### src/rtl/pll_lock_sequencer.sv
// pll_lock_sequencer
//   Brings a PLL out of reset in order: pulse the PLL steady-lock reset
//   (CLEAR), wait for steady lock (WAIT_LOCK) with a bounded number of
//   retries, require the lock to hold for SETTLE_CYCLES (SETTLE), then
//   release the downstream reset (RUN). If the retries run out it parks in
//   FAULT until enable is dropped.
//
// Ports
//   clk             : sole clock, rising edge
//   rst             : asynchronous active-high reset
//   enable          : 1 runs the sequence, 0 returns to IDLE on the next edge
//   pll_locked_stdy : PLL steady-lock flag (async, synchronized here)
//   pll_locked      : PLL raw lock flag (async, status only)
//   stdy_rst        : to PLL USR_LOCKED_STDY_RST, high during CLEAR
//   sys_rst         : active-high reset for the PLL-clocked domain
//   ready           : high only in RUN
//   fault           : high only in FAULT
//   retry_cnt       : timeouts taken in the current attempt
//   state           : IDLE=0 CLEAR=1 WAIT_LOCK=2 SETTLE=3 RUN=4 FAULT=5
//   raw_lock        : synchronized pll_locked
module pll_lock_sequencer #(
  parameter int unsigned CLR_CYCLES    = 4,
  parameter int unsigned LOCK_TIMEOUT  = 1000000,
  parameter int unsigned SETTLE_CYCLES = 1024,
  parameter int unsigned MAX_RETRY     = 3
) (
  input  logic       clk,
  input  logic       rst,
  input  logic       enable,
  input  logic       pll_locked_stdy,
  input  logic       pll_locked,
  output logic       stdy_rst,
  output logic       sys_rst,
  output logic       ready,
  output logic       fault,
  output logic [1:0] retry_cnt,
  output logic [2:0] state,
  output logic       raw_lock
);

  typedef enum logic [2:0] {
    IDLE      = 3'd0,
    CLEAR     = 3'd1,
    WAIT_LOCK = 3'd2,
    SETTLE    = 3'd3,
    RUN       = 3'd4,
    FAULT     = 3'd5
  } state_t;

  localparam logic [23:0] CLR_LAST    = 24'(CLR_CYCLES - 1);
  localparam logic [23:0] TIMEOUT_LAST = 24'(LOCK_TIMEOUT - 1);
  localparam logic [23:0] SETTLE_LAST = 24'(SETTLE_CYCLES - 1);
  localparam logic [1:0]  RETRY_MAX   = 2'(MAX_RETRY);

  state_t      cur;
  logic [23:0] cnt;
  logic        stdy_s1;
  logic        stdy_s2;
  logic        raw_s1;
  logic        lock;

  // Two-flop synchronizers for both asynchronous PLL flags.
  always_ff @(posedge clk or posedge rst) begin
    if (rst) begin
      stdy_s1  <= 1'b0;
      stdy_s2  <= 1'b0;
      raw_s1   <= 1'b0;
      raw_lock <= 1'b0;
    end else begin
      stdy_s1  <= pll_locked_stdy;
      stdy_s2  <= stdy_s1;
      raw_s1   <= pll_locked;
      raw_lock <= raw_s1;
    end
  end

  assign lock  = stdy_s2;
  assign state = cur;

  always_ff @(posedge clk or posedge rst) begin
    if (rst) begin
      cur       <= IDLE;
      cnt       <= '0;
      retry_cnt <= '0;
      stdy_rst  <= 1'b0;
      sys_rst   <= 1'b1;
      ready     <= 1'b0;
      fault     <= 1'b0;
    end else begin
      // Outputs are flops decoded from the state held during the cycle just
      // ending, so they trail the state port by one clock.
      stdy_rst <= (cur == CLEAR);
      sys_rst  <= (cur != RUN);
      ready    <= (cur == RUN);
      fault    <= (cur == FAULT);

      cnt <= cnt + 24'd1;
      if (!enable) begin
        cur       <= IDLE;
        cnt       <= '0;
        retry_cnt <= '0;
      end else begin
        case (cur)
          IDLE: begin
            cur <= CLEAR;
            cnt <= '0;
          end
          CLEAR: begin
            if (cnt == CLR_LAST) begin
              cur <= WAIT_LOCK;
              cnt <= '0;
            end
          end
          WAIT_LOCK: begin
            // Lock is tested first so it wins over a coincident timeout.
            if (lock) begin
              cur <= SETTLE;
              cnt <= '0;
            end else if (cnt == TIMEOUT_LAST) begin
              cnt <= '0;
              if (retry_cnt == RETRY_MAX) begin
                cur <= FAULT;
              end else begin
                retry_cnt <= retry_cnt + 2'd1;
                cur       <= CLEAR;
              end
            end
          end
          SETTLE: begin
            if (!lock) begin
              cur <= WAIT_LOCK;
              cnt <= '0;
            end else if (cnt == SETTLE_LAST) begin
              cur       <= RUN;
              cnt       <= '0;
              retry_cnt <= '0;
            end
          end
          RUN: begin
            cnt <= '0;
            if (!lock) begin
              cur <= CLEAR;
            end
          end
          FAULT: begin
            cnt <= '0;
          end
          default: begin
            cur       <= IDLE;
            cnt       <= '0;
            retry_cnt <= '0;
          end
        endcase
      end
    end
  end

endmodule

### config.mk
export PLATFORM = sky130hd
export DESIGN_NAME = pll_lock_sequencer
export DESIGN_NICKNAME = d
export VERILOG_FILES = /design/src/rtl/pll_lock_sequencer.sv
export SDC_FILE = /design/constraint.sdc
export NUM_CORES = 1
export LEC_CHECK = 0
export ABC_CLOCK_PERIOD_IN_PS = 3800
export BUFFER_PORTS_ARGS = -buffer_cell sky130_fd_sc_hd__buf_2
export CORE_ASPECT_RATIO = 1.25
export CORE_MARGIN = 4
export CORE_UTILIZATION = 45
export DETAILED_ROUTE_END_ITERATION = 7
export PLACE_DENSITY = 0.75
export SYNTH_ARGS = -nofsm -noshare
export SYNTH_HDL_FRONTEND = slang
export SYNTH_SLANG_ARGS = --single-unit
### constraint.sdc
create_clock -name clk -period 3.8 [get_ports clk]
set_input_delay 0.38 -clock clk [delete_from_list [all_inputs] [get_ports clk]]
set_output_delay 0.38 -clock clk [all_outputs]
set_load 0.01 [all_outputs]
# After elaboration in Yosys (flattened, before gate mapping)
# Cells that the tools add are included.
dict set report word_totals {
  ff_bits 37
  latch_bits 0
  mem_bits_rw 0
  romBits 0
  output_inout_bits 10
  wordCells 61
  memories 0
}
dict set report op_classes {
  addsub 2
  n_mul 0
  n_div 0
  n_lt_le_gt_ge 0
  n_eq_ne 21
  n_shift 0
  n_mux 23
  n_bitwise 0
  n_reduce_logical 4
}
# operator n
set op_table {}
lappend op_table {{24-bit two-way mux} 6}
lappend op_table {{24-bit case mux with 3 select lines} 1}
lappend op_table {{24-bit by 1-bit adder with 24-bit output, second input constant} 1}
lappend op_table {{24-bit by 10-bit equality test with 1-bit output, second input constant} 1}
lappend op_table {{24-bit by 2-bit equality test with 1-bit output, second input constant} 1}
lappend op_table {{24-bit by 20-bit equality test with 1-bit output, second input constant} 1}
lappend op_table {{3-bit two-way mux} 8}
lappend op_table {{3-bit inequality test, second input constant} 7}
lappend op_table {{3-bit case mux with 6 select lines} 1}
lappend op_table {{2-bit two-way mux} 6}
lappend op_table {{4-bit inequality test, second input constant} 2}
lappend op_table {{3-bit by 2-bit equality test with 1-bit output, second input constant} 2}
lappend op_table {{3-bit equality test, second input constant} 2}
lappend op_table {{2-bit case mux with 3 select lines} 1}
lappend op_table {{6-bit AND reduction} 1}
lappend op_table {{5-bit AND reduction} 1}
lappend op_table {{2-bit inequality test, second input constant} 2}
lappend op_table {{4-bit OR reduction} 1}
lappend op_table {{3-bit by 1-bit equality test with 1-bit output, second input constant} 1}
lappend op_table {{3-bit zero test} 1}
lappend op_table {{3-bit by 2-bit inequality test with 1-bit output, second input constant} 1}
lappend op_table {{2-bit by 1-bit adder with 2-bit output, second input constant} 1}
lappend op_table {{2-bit equality test, second input constant} 1}

# Logic depth before layout (Yosys ltp)
# Gate-level depths: netlist of run 1.
dict set report logic_depth {
  depth_word 6
  depth_mapped 8
}

# Worst setup path after synthesis of run 1
# Ideal clock, no wire load.
dict set report synth_path {
  kind {reg-to-reg}
  startpoint {register cnt[0]}
  endpoint {register cur[0], in the netlist state[0]}
  setup_ps 104
  arrival_ps 2045
  t_required_ps 3696
  setup_slack_ps 1652
  path_stages_with_launch 8
  cell_sequence {dfrtp_1 > ha_1 > nand4_1 > or3_1 > buf_2 > o31a_1 > or3_4 > o41ai_2}
}
dict set report synth_via {
  elab_chain_cells 3
}
# element line_no
set synth_rtl {}
lappend synth_rtl {{start: declaration} 56} ;# logic [23:0] cnt;
lappend synth_rtl {{start signal: assignment} 97} ;# cnt <= cnt + 24'd1;
lappend synth_rtl {{24-bit by 10-bit equality test with 1-bit output, or another cell as far along} 133} ;# end else if (cnt == SETTLE_LAST) begin
lappend synth_rtl {{4-bit inequality test (no line) / 3-bit by 2-bit inequality test with 1-bit output (equally long branches)} n/a}
lappend synth_rtl {{5-bit AND reduction (no line) (*)} n/a}
lappend synth_rtl {{end signal: assignment} 131} ;# cur <= WAIT_LOCK;
lappend synth_rtl {{end signal: assignment} 134} ;# cur <= RUN;
lappend synth_rtl {{end signal: assignment} 142} ;# cur <= CLEAR;
lappend synth_rtl {{end: declaration} 55} ;# state_t cur;
# Every way passes the cells marked *; elsewhere a longest branch is shown, timed or not.
# A chain may end at the register's enable or synchronous reset.

# Worst setup path after layout of run 1
dict set report layout_path {
  startpoint {register cnt[0]}
  endpoint {register cnt[10]}
}
dict set report layout_via {
  elab_chain_cells 5
}
# element line_no
set layout_rtl {}
lappend layout_rtl {{24-bit by 1-bit adder with 24-bit output, or another cell as far along} 97}
lappend layout_rtl {{24-bit two-way mux, on equally long branches} {133, 119}}
lappend layout_rtl {{24-bit two-way mux, on equally long branches} {130, 116}}
lappend layout_rtl {{24-bit case mux with 3 select lines (*)} 103} ;# case (cur)
lappend layout_rtl {{24-bit two-way mux (*)} 98} ;# if (!enable) begin
# Marked as above.

==> flow_summary_export.csv, run 1 <==
group,metric,value,unit
outcome,status,"finished clean",
logic_synthesis,synth_top_cells_by_area,"sky130_fd_sc_hd__dfrtp_1 (49%), sky130_fd_sc_hd__xnor2_1 (9.0%), sky130_fd_sc_hd__nor2_1 (7.3%)",
timing,post-route-period-util,70.02,%
power_and_ir_drop,cellPowerDensity,354.7,nW/um^2
route,routed_wl,3229,microns
clocking,hold_fix_buffers_cts,0,
logic_synthesis,syn_area_per_cell,9.451,sq um
placement,place.gp.congestion,0.8610,
clocking,clk-insertion-delay-late,290,ps
timing,whs,178.6,ps
finish,instances_no_fill,266,
logic_synthesis,syn-instance-count,195,
logic_synthesis,synth_enable_flop_cells,0,
route,drt_pass1_iterations,4,
clocking,cts_inserted_buffers,5,
route,drc_errors_left,0,
power_and_ir_drop,power.leakage,0.8481,nW
die,die_area,5190,sq um
placement,placed_cells,258,
critical_path,cpLargestDelayFamily,"compound AO/OA/AOI/OAI gates",
clocking,tritoncts,"built",
critical_path,timing.critical_path.from_type,"flip-flop",
global_routing,grt-ovfl-total,0,
timing,max-slew-margin-rel,54.38,%
critical_path,critPathRequiredTime,3980,ps
timing,clock.fmax,0.3758,GHz
clocking,clk_transition_reported_paths,70,ps
hold_path,hold_path.class,"primary input to async pin",
critical_path,timing.setup.critical_path_class,"flip-flop to flip-flop",
clocking,clock_sinks,37,
critical_path,critical_path_arrival,2840,ps
clocking,cts_root_buf,"sky130_fd_sc_hd__clkbuf_8",
logic_synthesis,mappedNetlistArea,1843,sq um
power_and_ir_drop,vdd_drop_max,143.6,uV
global_routing,first_global_vias,1316,
route,viasPerCell,5.117,
timing,finalSetupViolCount,0,
route,antenna_left,0,
critical_path,path_buf_inv,1,
die,ioPinCount,15,
clocking,postCtsResizedCells,0,
critical_path,slowest_delay,610,ps
timing,setup-tns-final,0,ps
finish,area_growth_syn_to_layout,11.07,%
power_and_ir_drop,power,0.0007260,W
route,detailroute.via_count,1361,
finish,fin_nets,218,
logic_synthesis,ys_warn_count,0,
finish,flip_flop_count_of_the_largest_register_after_layout,24,
timing,post_layout_min_period,2661,ps
critical_path,endpoint_kind,"flip-flop",
logic_synthesis,postSynth.topFlopCell,"sky130_fd_sc_hd__dfrtp_1",
placement,hpwl,2399,microns
timing,setup_repair_after_global_routing_missed_its_margin,"no",
critical_path,path_max_fanout,14,
global_routing,antenna_found_initial,0,
route,drt_first_iter_violations,75,
die,initial_utilization,47.52,%
finish,regMostFlops,"cnt",
global_routing,grt_max_degree,38,
logic_synthesis,postSynth.asyncResetShare,100.0,%
logic_synthesis,netlist-cell-type-count,39,
die,core.rowCount,25,
logic_synthesis,post-synth-top-area-fraction,48.88,%
timing,hold_viol_final,0,
finish,count_of_filler_cells_inserted_in_the_layout,353,
logic_synthesis,synthDominantAreaCellType,"sky130_fd_sc_hd__dfrtp_1",
clocking,cts_setup_buffers,0,
finish,antenna-diode-count,0,
die,floorplan.core_area,3879,sq um
timing,finalClockSkew,4.128,ps
die,die_h,79.55,microns
logic_synthesis,ys_ff_latch,37,
route,wl_per_cell,12.14,microns
die,die_width,65.24,microns
critical_path,worst_path_max_delay_cell,"sky130_fd_sc_hd__o31ai_2",
finish,share_of_layout_cells_above_drive_strength_1,13.21,%
global_routing,grt_pass1_wl,5630,microns
clocking,h_tree_depth,2,
logic_synthesis,synth_fp_nets,202,
placement,portBuffers,14,
timing,final-max-slew-violation-count,0,
logic_synthesis,sequential_area_share_after_synthesis,50.31,%
timing,worst-slew-pin-transition,680.2,ps
global_routing,grt_usage,14.23,%
clocking,max-clock-path-buffers,2,
critical_path,worstPathCellList,"ha_1 -> nand4_1 -> or3_1 -> o31a_1 -> o31ai_2 -> buf_4 -> nor2_1",
run,cap_violations,0,
==> through the flow <==
stage	util [%]	instance area, sq um	setup WS [ps]
after global placement	50.65	1964	1194
after floorplan	-	1843	1652
final	52.77	2047	1139
after CTS	52.77	2047	1137
after detailed placement	50.65	1964	1154
after global routing	52.77	2047	967.6
==> final cells by class <==
cell class                 count  area, sq um  area share, %
sequential                    37        927.1          45.29
timing repair buffer          16        85.08          4.156
clock inverter                 2        10.01         0.4890
multi-input combinational    143        854.6          41.75
inverter                       8        30.03          1.467
clock buffer                   6        72.57          3.545
tap                           54        67.56          3.301
==> worst paths after layout <==
path,from,endpoint,slack [ps],cells after the start
worst max-delay path,cnt[0],cnt[10],1140,7
worst min-delay path,rst,cnt[7],180,3
worst max register to register,cnt[0],cnt[10],1140,7
worst min register to register,stdy_s1,lock,350,0
max in group asynchronous,rst,sys_rst,3270,3
min in group clk,pll_locked,raw_s1,190,1
==> routing by layer <==
layer,track usage (%),wire (microns),part of all wire (%)
met2,23.91,1569,49
met1,16.01,1418,44
met3,4.366,151,4.7
met5,0,0,0
met4,7.469,90,2.8
==> kinds of logic after synthesis <==
logic type,count (synthesis),share of synthesized area [%]
AOI/OAI and AO/OA,13,5.975
xor gates and xnor gates,22,10.46
adders and majority gates,2,1.358
buffers and inverters,15,3.327
DFF,37,50.31
muxes,2,1.086
and+or+nand+nor,104,27.50
==> power by group <==
group	switching [W]	internal, W	leakage [nW]
combinational	0.0000324	0.0000232	0.301
sequential	0.0000108	0.000402	0.502
clock	0.000131	0.000127	0.0450
==> worst reg2reg max path, stage by stage (launching register included) <==
cell	delay, ps
sky130_fd_sc_hd__dfrtp_1	380
sky130_fd_sc_hd__ha_1	240
sky130_fd_sc_hd__nand4_1	130
sky130_fd_sc_hd__or3_1	480
sky130_fd_sc_hd__o31a_1	330
sky130_fd_sc_hd__o31ai_2	610
sky130_fd_sc_hd__buf_4	320
sky130_fd_sc_hd__nor2_1	70
==> layout by cell type (no fill, tap or decap), drive strengths merged <==
| master | n |
|---|---|
| o211ai | 1 |
| clkbuf | 6 |
| nor3b | 1 |
| ha | 2 |
| nand2b | 2 |
| dfrtp | 36 |
| and3 | 5 |
| or3 | 6 |
| nor4 | 6 |
| and4 | 1 |
| nor3 | 14 |
| or2 | 2 |
| nor2 | 36 |
| o31ai | 1 |
| nand3b | 1 |
| o22ai | 1 |
| nor2b | 1 |
| inv | 8 |
| a21oi | 1 |
| o21ai | 1 |
| mux2i | 2 |
| o31a | 2 |
| o41ai | 1 |
| nand3 | 8 |
| a211o | 1 |
| clkinv | 2 |
| buf | 16 |
| xor2 | 3 |
| o311ai | 1 |
| nand2 | 16 |
| and2 | 1 |
| xnor2 | 19 |
| a21o | 1 |
| nand4 | 3 |
| a211oi | 1 |
| or4b | 1 |
| o21a | 1 |
| dfstp | 1 |
==> synthesized netlist by cell type, types with 3 or more instances <==
master and count:
sky130_fd_sc_hd__dfrtp_1 36, sky130_fd_sc_hd__nor2_1 36, sky130_fd_sc_hd__xnor2_1 19, sky130_fd_sc_hd__nand2_1 16
sky130_fd_sc_hd__nor3_1 14, sky130_fd_sc_hd__inv_1 8, sky130_fd_sc_hd__nand3_1 8, sky130_fd_sc_hd__nor4_1 6
sky130_fd_sc_hd__and3_1 5, sky130_fd_sc_hd__or3_1 5, sky130_fd_sc_hd__buf_2 4, sky130_fd_sc_hd__clkbuf_1 3
sky130_fd_sc_hd__nand4_1 3, sky130_fd_sc_hd__xor2_1 3
Power figures use the tool's default switching activity.
==> run 2: changes to the inputs <==
Settings changed: ABC_AREA from default to 1, ABC_CLOCK_PERIOD_IN_PS 3800 to 2500, PLACE_DENSITY 0.75 to 0.74.
Clock period 3.8 ns to 2.5 ns, I/O delays scaled along.
==> flow_summary_export.csv, run 2 <==
group,metric,value,unit
timing,worst-slew-pin-transition,448.3,ps
logic_synthesis,sequential_area_share_after_synthesis,43.26,%
die,initial_utilization,47.70,%
finish,fin_nets,310,
finish,instances_no_fill,362,
logic_synthesis,syn_area_per_cell,7.494,sq um
outcome,status,"finished clean",
die,die_h,85.16,microns
global_routing,grt_usage,15.83,%
logic_synthesis,postSynth.asyncResetShare,100.0,%
logic_synthesis,synth_fp_nets,293,
timing,max-slew-margin-rel,69.86,%
die,ioPinCount,15,
logic_synthesis,netlist-cell-type-count,28,
route,detailroute.via_count,1844,
global_routing,grt-ovfl-total,0,
global_routing,grt_pass1_wl,7638,microns
placement,hpwl,3249,microns
critical_path,critical_path_arrival,2100,ps
global_routing,antenna_found_initial,0,
global_routing,first_global_vias,1709,
finish,layout_common_cells,"sky130_fd_sc_hd__nor2_1 (70), sky130_fd_sc_hd__nand2_1 (53), sky130_fd_sc_hd__dfrtp_1 (36)",
logic_synthesis,post-synth-top-area-fraction,42.03,%
logic_synthesis,ys_ff_latch,37,
placement,place.gp.congestion,0.8650,
clocking,cts_setup_buffers,0,
route,wl_per_cell,12.18,microns
die,die_width,69.73,microns
route,drt_pass1_iterations,4,
clocking,clk-insertion-delay-late,290,ps
logic_synthesis,ys_warn_count,0,
finish,flip_flop_count_of_the_largest_register_after_layout,24,
finish,area_growth_syn_to_layout,10.39,%
logic_synthesis,yosysMostFrequentCell,"sky130_fd_sc_hd__nor2_1",
route,drc_errors_left,0,
finish,antenna-diode-count,0,
clocking,clock_sinks,37,
placement,portBuffers,14,
route,drt_first_iter_violations,70,
global_routing,grt_max_degree,38,
placement,placed_cells,354,
clocking,postCtsResizedCells,0,
critical_path,crit_top_cell,"sky130_fd_sc_hd__nand2_1",
clocking,h_tree_depth,2,
power_and_ir_drop,power.leakage,1.095,nW
clocking,cts_inserted_buffers,5,
power_and_ir_drop,vdd_drop_max,515.9,uV
logic_synthesis,yosys-top-cells-count,"sky130_fd_sc_hd__nor2_1 (70), sky130_fd_sc_hd__nand2_1 (53), sky130_fd_sc_hd__dfrtp_1 (36)",
logic_synthesis,synth_enable_flop_cells,0,
clocking,cts_root_buf,"sky130_fd_sc_hd__clkbuf_8",
route,routed_wl,4408,microns
die,floorplan.core_area,4493,sq um
die,die_area,5938,sq um
timing,finalClockSkew,7.959,ps
critical_path,path_max_fanout,22,
clocking,max-clock-path-buffers,2,
finish,share_of_layout_cells_above_drive_strength_1,12.17,%
timing,clock.fmax,0.5150,GHz
timing,hold_viol_final,0,
finish,regMostFlops,"cnt",
die,core.rowCount,27,
critical_path,timing.setup.critical_path_class,"flip-flop to flip-flop",
route,antenna_left,0,
timing,setup-tns-final,0,ps
finish,commonest_non_fill_non_tap_cell_in_the_layout,"sky130_fd_sc_hd__nor2_1",
clocking,tritoncts,"built",
logic_synthesis,synthDominantAreaCellType,"sky130_fd_sc_hd__dfrtp_1",
timing,finalSetupViolCount,0,
route,viasPerCell,5.094,
logic_synthesis,synth_top_cells_by_area,"sky130_fd_sc_hd__dfrtp_1 (42%), sky130_fd_sc_hd__nor2_1 (12%), sky130_fd_sc_hd__nand2_1 (9.3%)",
critical_path,path_buf_inv,0,
power_and_ir_drop,cellPowerDensity,667.8,nW/um^2
critical_path,critPathRequiredTime,2660,ps
logic_synthesis,syn-instance-count,286,
critical_path,timing.critical_path.from_type,"flip-flop",
logic_synthesis,mappedNetlistArea,2143,sq um
hold_path,hold_path.class,"primary input to async pin",
critical_path,worstPathCellList,"ha_1 -> nand2_1 -> nor2_4 -> nand2_2 -> nor2_1 -> nand2_1 -> nand2_1 -> nand3_2 -> nand2_2 -> nor2_1",
timing,post_layout_min_period,1942,ps
clocking,clk_transition_reported_paths,80,ps
critical_path,slowest_delay,390,ps
critical_path,worst_path_max_delay_cell,"sky130_fd_sc_hd__dfrtp_1",
timing,post-route-period-util,77.67,%
critical_path,endpoint_kind,"flip-flop",
critical_path,cpLargestDelayFamily,"simple AND/OR/NAND/NOR gates",
run,cap_violations,0,
clocking,hold_fix_buffers_cts,0,
timing,setup_repair_after_global_routing_missed_its_margin,"no",
logic_synthesis,postSynth.topFlopCell,"sky130_fd_sc_hd__dfrtp_1",
timing,final-max-slew-violation-count,0,
## run 2: final timing paths
| path | from | to | slack, ps | cells past startpoint |
|---|---|---|---|---|
| setup / recovery | cnt[0] | cnt[5] | 560 | 10 |
| hold / removal | rst | cnt[19] | 50 | 3 |
| min in group clk | pll_locked | raw_s1 | 60 | 1 |
| max in group asynchronous | rst | sys_rst | 2090 | 3 |
| hold reg to reg | raw_s1 | raw_lock | 350 | 0 |
| setup reg to reg | cnt[0] | cnt[5] | 560 | 10 |
## run 2: per-layer routing
layer / global-route usage (%) / wire [microns]
met5: 0 / 0
met4: 5.401 / 75
met3: 3.081 / 145
met2: 29.08 / 2268
met1: 18.30 / 1918
## run 2: worst register-to-register path, delay by kind of cell (launching register included)
family        cells  cell delay [ps]
fa+ha+maj         1              240
flops             1              390
simple gates      9             1200
## run 2: metrics by stage
stage          cell area (sq um)  utilization [%]  hold WS (ps)  power [W]  setup WS, ps
2_1_floorplan               2143                -         281.4  0.0009903         911.6
3_3_place_gp                2255            50.18         339.3   0.001069         660.2
3_5_place_dp                2255            50.18         338.1   0.001077         578.9
4_1_cts                     2366            52.66         53.16   0.001597         545.0
5_1_grt                     2366            52.66         48.35   0.001688         372.4
6_report                    2366            52.66         49.39   0.001580         558.3
## run 2: layout make-up
| cell class | count | area, sq um |
|---|---|---|
| Fill cell | 428 | 2127 |
| Multi-Input combinational cell | 210 | 1050 |
| Sequential cell | 37 | 927.1 |
| Inverter | 34 | 127.6 |
| Timing Repair Buffer | 15 | 77.57 |
| Clock buffer | 6 | 72.57 |
| Tap cell | 58 | 72.57 |
| Clock inverter | 2 | 38.79 |
## run 2: report_power, final
| part | leakage (nW) | switching (W) | internal (W) | total (W) |
|---|---|---|---|---|
| clock | 0.0554 | 0.000213 | 0.000299 | 0.000512 |
| combinational | 0.539 | 0.000253 | 0.000121 | 0.000374 |
| sequential | 0.500 | 0.0000493 | 0.000645 | 0.000694 |
## run 2: cells by family (layout without fill, tap and decap cells)
kind of cell,after synthesis,in the layout,share of synthesized area [%]
buf+inv,39,57,7.764
xor+xnor,19,19,7.764
fa+ha+maj,2,2,1.167
compound gates,9,9,2.277
simple gates,180,180,37.77
flops,37,37,43.26
==> run 3: changes to the inputs <==
Settings changed: ABC_CLOCK_PERIOD_IN_PS 2500 to 1900.
Clock period 2.5 ns to 1.9 ns, I/O delays scaled along.
==> flow_summary_export.csv, run 3 (synthesis gave the netlist of run 2 again) <==
group,metric,value,unit
critical_path,worst_path_max_delay_cell,"sky130_fd_sc_hd__dfrtp_1",
clocking,max-clock-path-buffers,2,
finish,final_cell_area,2436,sq um
route,antenna_left,0,
finish,area_growth_syn_to_layout,13.66,%
route,routed_wl,4528,microns
hold_path,hold_path.class,"primary input to async pin",
timing,clock.fmax,0.5598,GHz
route,detailroute.via_count,1878,
die,die_width,69.73,microns
route,drc_errors_left,0,
placement,place.gp.congestion,0.8771,
die,floorplan.core_area,4493,sq um
placement,hpwl,3357,microns
timing,setup-tns-final,0,ps
die,core.rowCount,27,
critical_path,endpoint_kind,"flip-flop",
global_routing,first_global_vias,1818,
timing,whs,-7.719,ps
clocking,clk-insertion-delay-late,290,ps
placement,placement.setup.worst_slack,119.1,ps
timing,finalClockSkew,9.209,ps
critical_path,slowest_delay,410,ps
clocking,tritoncts,"built",
timing,worst-slew-pin-transition,458.7,ps
route,drt_pass1_iterations,4,
outcome,failed_checks,"negative hold slack",
power_and_ir_drop,cellPowerDensity,879.6,nW/um^2
finish,count_of_filler_cells_inserted_in_the_layout,415,
timing,final-max-slew-violation-count,0,
critical_path,crit_top_cell,"sky130_fd_sc_hd__nand3_2",
global_routing,grt-ovfl-total,0,
die,ioPinCount,15,
timing,post-route-period-util,94.02,%
timing,post-route-worst-setup-slack,113.7,ps
clocking,cts_root_buf,"sky130_fd_sc_hd__clkbuf_8",
power_and_ir_drop,vdd_drop_max,600.0,uV
die,initial_utilization,47.70,%
die,die_h,85.16,microns
finish,flip_flop_count_of_the_largest_register_after_layout,24,
finish,antenna-diode-count,0,
placement,portBuffers,14,
critical_path,worstPathCellList,"ha_2 -> nand2_1 -> nor2_4 -> inv_2 -> nor2_1 -> nand3_2 -> nand3_2 -> nand3_2 -> nand2_2 -> buf_6 -> nor2_1",
clocking,clk_transition_reported_paths,80,ps
route,drt_first_iter_violations,62,
critical_path,timing.setup.critical_path_class,"flip-flop to flip-flop",
critical_path,critPathRequiredTime,2080,ps
clocking,cts_inserted_buffers,5,
run,cap_violations,0,
finish,share_of_layout_cells_above_drive_strength_1,14.24,%
global_routing,grt_pass1_wl,8073,microns
outcome,status,"finished with violations",
power_and_ir_drop,power.leakage,1.122,nW
finish,fin_nets,315,
finish,commonest_non_fill_non_tap_cell_in_the_layout,"sky130_fd_sc_hd__nor2_1",
finish,layout_common_cells,"sky130_fd_sc_hd__nor2_1 (68), sky130_fd_sc_hd__nand2_1 (53), sky130_fd_sc_hd__dfrtp_1 (36)",
clocking,clock_sinks,37,
finish,regMostFlops,"cnt",
global_routing,grt_usage,16.52,%
critical_path,path_max_fanout,9,
die,die_area,5938,sq um
clocking,h_tree_depth,2,
timing,hold_viol_final,17,
timing,max-slew-margin-rel,69.17,%
timing,post_layout_min_period,1786,ps
route,viasPerCell,5.117,
critical_path,timing.critical_path.from_type,"flip-flop",
critical_path,critical_path_arrival,1960,ps
timing,finalSetupViolCount,0,
global_routing,antenna_found_initial,0,
route,wl_per_cell,12.34,microns
placement,placed_cell_area,2282,sq um
global_routing,grt_max_degree,38,
-- run 3: changes by cell type in the layout (fill, tap and decap cells not counted), sizes merged --
cell         delta
clkinvlp        +1
dlygate4sd3     +2
buf             +3
clkbuf          -1
-- run 3: worst max-delay path, delay by kind of cell (launching register included) --
| family | cells | cell delay [ps] |
|---|---|---|
| DFF | 1 | 410 |
| buffers and inverters | 2 | 190 |
| adders and majority gates | 1 | 230 |
| and+or+nand+nor | 8 | 850 |
-- run 3: cell type report --
| cell class | count | area [sq um] | area share (%) |
|---|---|---|---|
| Timing Repair Buffer | 20 | 136.4 | 5.598 |
| Sequential cell | 37 | 927.1 | 38.06 |
| Clock inverter | 3 | 46.29 | 1.900 |
| Inverter | 34 | 127.6 | 5.239 |
| Tap cell | 58 | 72.57 | 2.979 |
| Clock buffer | 5 | 68.82 | 2.825 |
| Multi-Input combinational cell | 210 | 1057 | 43.40 |
-- run 3: routing by layer --
layer	track usage [%]	vias up	part of all wire [%]
li1	-	944	-
met1	19.63	893	44
met2	29.86	34	52
met3	2.844	7	3.5
met4	5.923	0	1.2
met5	0	-	0
-- run 3: final timing paths --
path	slack, ps	startpoint	end	cells after the start
hold / removal	-8	rst	cnt[19]	3
min in group clk	210	enable	retry_cnt[1]	3
setup / recovery	110	cnt[0]	cnt[15]	11
hold reg to reg	360	stdy_s1	lock	0
setup reg to reg	110	cnt[0]	cnt[15]	11
max in group asynchronous	1560	rst	sys_rst	3
-- run 3: per-stage QoR --
stage                     hold WS, ps  util (%)  power, W  cells
after detailed placement        300.2     50.79  0.001446    356
after CTS                       3.404     53.80  0.002144    366
after global routing            17.00     54.22  0.002291    367
after global placement          298.5     50.79  0.001442    356
after floorplan                 221.4         -  0.001303    286
final                          -7.719     54.22  0.002143    367
-- run 3: power by group --
part,internal [W],total (W),switching (W)
combinational,0.000202,0.000539,0.000337
clock,0.000393,0.000689,0.000296
sequential,0.000848,0.000915,0.0000670
total,0.00144,0.00214,0.000700
-- run 3: what timing repair did --
| item | in CTS | in global routing |
|---|---|---|
| buffers inserted | 0 | 1 |
| hold endpoints to repair | 2 | 0 |
| resized for setup | 0 | 4 |
| hold buffers | 2 | 0 |
| endpoints found under the setup margin | 0 | 26 |
